**src/rtl/tdm_demux4_rx.sv**
```systemverilog
// Receive side of the 4-channel TDM link: finds frame sync, cuts the serial
// stream into four W-bit slots and writes each completed word to its channel.
module tdm_demux4_rx #(
  parameter int W        = 8,
  parameter bit FS_CHECK = 1'b1
) (
  input  logic         clk,
  input  logic         rst,
  input  logic         en,
  input  logic         din,
  input  logic         fs,
  input  logic         clr_err,
  output logic [W-1:0] ch0_data,
  output logic [W-1:0] ch1_data,
  output logic [W-1:0] ch2_data,
  output logic [W-1:0] ch3_data,
  output logic [3:0]   ch_valid,
  output logic         frame_done,
  output logic [1:0]   slot,
  output logic         locked,
  output logic         sync_err
);

  localparam int              CW   = (W > 2) ? $clog2(W) : 1;
  localparam logic [CW-1:0]   LAST = CW'(W - 1);
  localparam logic [0:0]      HUNT = 1'b0;
  localparam logic [0:0]      RUN  = 1'b1;

  logic [0:0]          state_q, state_d;
  logic [W-2:0]        sr_q, sr_d;
  logic [CW-1:0]       cnt_q, cnt_d;
  logic [1:0]          slot_q, slot_d;
  logic [3:0][W-1:0]   ch_q, ch_d;
  logic [3:0]          vld_q, vld_d;
  logic                fd_q, fd_d;
  logic                err_q, err_d;
  logic                err_set;
  logic                at_start;
  logic [W-1:0]        word;

  assign word     = {sr_q, din};
  assign at_start = (slot_q == 2'd0) && (cnt_q == '0);

  always_comb begin
    state_d = state_q;
    sr_d    = sr_q;
    cnt_d   = cnt_q;
    slot_d  = slot_q;
    ch_d    = ch_q;
    vld_d   = '0;
    fd_d    = 1'b0;
    err_set = 1'b0;
    if (en) begin
      case (state_q)
        HUNT: begin
          if (fs) begin
            state_d  = RUN;
            sr_d     = '0;
            sr_d[0]  = din;
            cnt_d    = CW'(1);
            slot_d   = 2'd0;
          end
        end
        RUN: begin
          if (fs && !at_start) begin
            // Early sync: drop the partial word and realign on this bit.
            err_set = 1'b1;
            sr_d    = '0;
            sr_d[0] = din;
            cnt_d   = CW'(1);
            slot_d  = 2'd0;
          end else if (!fs && at_start && FS_CHECK) begin
            err_set = 1'b1;
            state_d = HUNT;
            sr_d    = '0;
            cnt_d   = '0;
            slot_d  = 2'd0;
          end else begin
            sr_d = word[W-2:0];
            if (cnt_q == LAST) begin
              ch_d[slot_q]  = word;
              vld_d[slot_q] = 1'b1;
              fd_d          = (slot_q == 2'd3);
              cnt_d         = '0;
              slot_d        = slot_q + 2'd1;
            end else begin
              cnt_d = cnt_q + CW'(1);
            end
          end
        end
        default: state_d = HUNT;
      endcase
    end
    // A fresh error outranks a simultaneous clear.
    err_d = err_set ? 1'b1 : (clr_err ? 1'b0 : err_q);
  end

  always_ff @(posedge clk or posedge rst) begin
    if (rst) begin
      state_q <= HUNT;
      sr_q    <= '0;
      cnt_q   <= '0;
      slot_q  <= 2'd0;
      ch_q    <= '0;
      vld_q   <= '0;
      fd_q    <= 1'b0;
      err_q   <= 1'b0;
    end else begin
      state_q <= state_d;
      sr_q    <= sr_d;
      cnt_q   <= cnt_d;
      slot_q  <= slot_d;
      ch_q    <= ch_d;
      vld_q   <= vld_d;
      fd_q    <= fd_d;
      err_q   <= err_d;
    end
  end

  assign ch0_data   = ch_q[0];
  assign ch1_data   = ch_q[1];
  assign ch2_data   = ch_q[2];
  assign ch3_data   = ch_q[3];
  assign ch_valid   = vld_q;
  assign frame_done = fd_q;
  assign slot       = slot_q;
  assign locked     = (state_q == RUN);
  assign sync_err   = err_q;

endmodule

```
**config.mk**
```make
export PLATFORM = sky130hd
export DESIGN_NAME = tdm_demux4_rx
export DESIGN_NICKNAME = d
export VERILOG_FILES = /design/src/rtl/tdm_demux4_rx.sv
export SDC_FILE = /design/constraint.sdc
export NUM_CORES = 1
export LEC_CHECK = 0
export CELL_PAD_IN_SITES_DETAIL_PLACEMENT = 0
export CELL_PAD_IN_SITES_GLOBAL_PLACEMENT = 2
export CORE_MARGIN = 3
export CORE_UTILIZATION = 30
export DETAILED_ROUTE_END_ITERATION = 8
export GPL_ROUTABILITY_DRIVEN = 0
export PLACE_DENSITY = 0.78
export SLEW_MARGIN = 20
export SYNTH_ARGS = -nofsm -noshare
export SYNTH_HDL_FRONTEND = slang
export SYNTH_SLANG_ARGS = --single-unit
```
**constraint.sdc**
```tcl
create_clock -name clk -period 5.35 [get_ports clk]
set_input_delay 1.07 -clock clk [delete_from_list [all_inputs] [get_ports clk]]
set_output_delay 1.07 -clock clk [all_outputs]
set_load 0.02 [all_outputs]
```
* Yosys cells after proc, flatten, opt, wreduce, memory -nomap -nowiden
Cells that the tools add are included.
** Operators by class
- Add/sub/neg operators :: 2
- Bitwise gates (word level) :: 3
- Reductions and logical operators :: 12
- Multiplexer cells :: 39
- Order comparisons :: 2
- Equal/unequal tests :: 4
** Operators by type and width (number)
- 32-bit bitwise mux :: 1
- 7-bit two-way mux :: 3
- 4-bit two-way mux :: 5
- 8-bit demux with 2-bit select :: 1
- 1-bit two-way mux :: 15
- 7-bit case mux with 2 select lines :: 1
- 3-bit two-way mux :: 4
- 2-bit two-way mux :: 4
- 8-bit two-way mux :: 1
- 3-bit case mux with 2 select lines :: 1
- 5-bit AND reduction :: 1
- 1-bit logical AND :: 4
- 4-bit by 1-bit != test with 1-bit output (second input constant) :: 1
- 2-bit case mux with 2 select lines :: 1
- 3-bit by 1-bit adder with 3-bit output (second input constant) :: 1
- 3-bit equality test (second input constant) :: 1
- 3-bit logical NOT :: 1
- 2-bit by 3-bit less-than comparator with 1-bit output (second input constant) :: 1
- 1-bit inverter :: 3
- 3-bit AND reduction :: 1
- 2-bit by 1-bit adder with 2-bit output (second input constant) :: 1
- 1-bit demux with 2-bit select :: 1
- 2-bit equality test (second input constant) :: 1
- 2-bit by 1-bit >= comparator with 1-bit output (second input constant) :: 1
- 6 further kinds :: 7
** Word-level totals
- Register bits after elaboration :: 51
- Input bits :: 6
- Word-level logic and storage cells :: 73

* Logic depth before layout (Yosys ltp)
- Depth in word-level cells :: 9
- Mapped depth :: 10

* Worst setup path after synthesis
Ideal clock, no wire load.
- Path kind :: reg-to-reg
- From :: register slot_q[0], in the netlist slot[0]
- To :: register ch_q, in the netlist ch1_data[0]
- Path buffers :: 1
- Required time :: 5.225 ns
- Arrival time :: 2.201 ns
- Setup slack :: 3.025 ns
- Library setup time :: 0.125 ns
- Stages on the path, launching flop included :: 11
- Clock period less this slack :: 2.325 ns
- Path through :: dfrtp_1 > inv_1 > ha_1 > nand2_1 > or2_2 > inv_1 > ha_1 > and4_1 > buf_6 > nand2_4 > mux2_2
** Between the ends
- Word-level cells in the longest chain between the ends :: 6
** Ends and longest elaborated chain
- start, declared :: RTL line 32 : logic [1:0] slot_q, slot_d;
- start signal, assigned :: RTL line 112 : slot_q <= slot_d;
- branches (longest 6 deep; another with 2-bit by 3-bit less-than comparator with 1-bit output)
- end signal, assigned :: RTL line 113 : ch_q <= ch_d;
- end, declared :: RTL line 33 : logic [3:0][W-1:0] ch_q, ch_d;
Parallel ways; which one is timed is not known.
A chain may end at the register's enable or synchronous reset.

* Worst setup path in the final report
- From :: input port fs
- To :: register ch_q, in the netlist ch1_data[1]
** Between the ends
- Word-level cells in the longest chain between the ends :: 4
** Ends and longest elaborated chain
- start, declared :: RTL line 11 : input logic fs,
- 1-bit logical NOT :: RTL line 72 : end else if (!fs && at_start && FS_CHECK) begin
- 1-bit logical AND :: RTL line 72
- 1-bit inverter (no source line)
- 5-bit AND reduction (no source line) (*)
Mark *: on every way between the ends. The rest lies on a longest branch, timed or not.

==> results.sh <==
export IMPL_outcome="complete, no violations"
export IMPL_htreeDepth=2
export IMPL_drt_initial_drc_count=34
export IMPL_grt_max_degree=51
export IMPL_cts_setup_buffers=0
export IMPL_synth_distinct_cells=25
export IMPL_max_freq_mhz=365
export IMPL_final_net_count=214
export IMPL_vias_per_cell=4.77
export IMPL_start_util=0.320
export IMPL_drc=0
export IMPL_tightest_slew_ps=854
export IMPL_critical_path_cell_chain="clkdlybuf4s50_1, inv_1, ha_1, and4_1, nand2_4, mux2_1"
export IMPL_dr_pass1_iters=4
export IMPL_clkTransAtPathRegs_ps=90
export IMPL_critPathRequiredTime_ps=5540
export IMPL_drv_cap=0
export IMPL_ys_seq_area_frac=0.599
export IMPL_holdCritPathClass="reg -> reg"
export IMPL_routed_wl_um=4200
export IMPL_grt_pass1_wl_um=6760
export IMPL_multi_input_area_um2=774
export IMPL_die_h_um=89.4
export IMPL_core_area_um2=6530
export IMPL_p_per_area_nw_per_um2=340
export IMPL_portBuffers=46
export IMPL_p_leak_nw=1.37
export IMPL_synth_seq_cells=50
export IMPL_grt_overflow=0
export IMPL_syn_to_final_growth_pct=31.3
export IMPL_post_place_cells=267
export IMPL_cp_startpoint="fs"
export IMPL_reg2reg_from="slot[0]$_DFFE_PP0P_"
export IMPL_layout_commonest_cell="dfrtp_1"
export IMPL_regToRegEndpoint="ch0_data[0]$_DFFE_PP0P_"
export IMPL_cp_start_kind="input pin"
export IMPL_hpwl_um=3020
export IMPL_io_pins=47
export IMPL_slew_viol_final=0
export IMPL_worstSetupPathType="in -> reg"
export IMPL_worstPathArrival_ps=2920
export IMPL_max_vdd_ir_drop_mv=0.141
export IMPL_first_global_vias=1305
export IMPL_cts_buffers=5
export IMPL_rr_worst_depth=9
export IMPL_synthTopCellsByArea="dfrtp_1 (60%), mux2_2 (14%), ha_1 (6.6%)"
export IMPL_slew_headroom=0.430
export IMPL_detail_route_antenna_nets=0
export IMPL_clkSinkCount=50
export IMPL_post_route_period_util=0.512
export IMPL_hold_buffers=0
export IMPL_worstSetupEndpointType="flip-flop"
export IMPL_worstHoldStart="ch0_data[1]$_DFFE_PP0P_"
export IMPL_rsz0062_at_grt="no"
export IMPL_seq_area_um2=1250
export IMPL_ys_warn_count=0
export IMPL_vias=1313
export IMPL_dieArea_um2=8000
export IMPL_syn_nets=164
export IMPL_fill_cells=616
export IMPL_cts_tree="yes"
export IMPL_synth_cells=147
export IMPL_synth_top_area_cell="dfrtp_1"
export IMPL_antenna_diode_count=0
export IMPL_tns_ps=0
export IMPL_mostFrequentLayoutCells="dfrtp_1 (50), clkdlybuf4s50_1 (46), mux2_2 (26)"
export IMPL_slowest_stage="clkdlybuf4s50_1"
export IMPL_layout_drive_gt1_share=0.212
export IMPL_crit_path_end="ch1_data[1]$_DFFE_PP0P_"
export IMPL_syn_area_um2=2090
export IMPL_regToRegSetupSlack_ps=2870
export IMPL_die_w_um=89.4
export IMPL_track_usage=0.114
export IMPL_clk_latency_ps=310
export IMPL_period_needed_ps=2740
export IMPL_skew_ps=10.9
export IMPL_wl_per_cell_um=15.3
export IMPL_antenna_found_initial=0
export IMPL_final_cells=275
export IMPL_slowest_delay_ps=520
export IMPL_cp_max_fo=8
export IMPL_synth_top_area_share=0.599
export IMPL_clockRootBuffer="clkbuf_8"
export IMPL_hold_viol=0
export IMPL_clockBufferDepth=2
export IMPL_avgSynthCellArea_um2=14.2
export IMPL_setup_violations=0
export IMPL_rows=29
export IMPL_hold_worst_slack_ps=497
export IMPL_cts_resized_gates=0
==> Yosys cell counts <==
library cell	n
o32ai_1	1
buf_6	1
and4bb_2	1
or2_2	1
and4_1	1
nand3_1	1
inv_1	9
and3_1	4
nor2b_1	1
a21oi_1	2
a31oi_1	1
nand2b_1	1
ha_1	11
nand2_4	4
mux2_1	6
nand2_1	5
nor2_1	2
buf_4	1
o22ai_1	1
dfrtp_1	50
mux2_2	26
o21ai_0	7
a22o_1	7
buf_2	2
o31ai_1	1
==> cell families (layout without fill, tap and decap cells) <==
kind of cell | count (synthesis) | in the layout | share of synthesized area
buffers and inverters | 13 | 64 | 0.0300
muxes | 32 | 32 | 0.173
adders and majority gates | 11 | 11 | 0.0659
and+or+nand+nor | 21 | 21 | 0.0677
AOI/OAI and AO/OA | 20 | 20 | 0.0647
DFF | 50 | 50 | 0.599
==> through the flow <==
step,power (W),instance area (um2),util,setup WS [ps]
after global placement,0.000666,2620,0.402,2320
after CTS,0.000944,2740,0.420,2610
after detailed placement,0.000666,2620,0.402,2280
after floorplan,0.000589,2090,-,3020
final,0.000933,2740,0.420,2610
after global routing,0.000990,2740,0.420,2510
==> critical path: cells and delay by family <==
family,cells,cell delay (ps)
muxes,1,350
adders and majority gates,1,300
buffers and inverters,2,600
and+or+nand+nor,2,610
==> power by group <==
part	internal [W]	switching [W]	leakage [nW]
Clock	0.000143	0.000133	0.0563
Sequential	0.000416	0.0000431	0.687
Combinational	0.0000905	0.000108	0.631
==> registers in the layout, indices dropped and copies added (netlist names) <==
signal and cells:
frame_done 1, slot 2, ch_valid 3, sync_err 1
ch0_data 8, locked 1, cnt_q 3, ch1_data 8
ch3_data 8, sr_q 7, ch2_data 8
==> area by class of cell <==
type,instances,area share
clock buffers,5,0.0251
repair buffers,47,0.171
multi-input cells,84,0.282
well taps,77,0.0351
clock inverters,3,0.0178
inverters,9,0.0128
flip-flops and latches,50,0.456
==> how the worst min path moves through the flow <==
stage / to / cells after the start
2_1_floorplan: cnt_q[0]$_DFFE_PP0P_ / 1
3_3_place_gp: ch0_data[1]$_DFFE_PP0P_ / 1
3_5_place_dp: ch2_data[1]$_DFFE_PP0P_ / 1
4_1_cts: ch2_data[1]$_DFFE_PP0P_ / 1
5_1_grt: ch2_data[1]$_DFFE_PP0P_ / 1
6_report: ch0_data[1]$_DFFE_PP0P_ / 1
==> per-layer routing <==
layer  GRT usage  vias to the layer above  share of wire
met2       0.180                       36           0.48
li1            -                      616              -
met4      0.0406                        0          0.015
met3      0.0249                        7          0.039
met5           0                        -              0
met1       0.154                      654           0.46
Power figures use the tool's default switching activity.
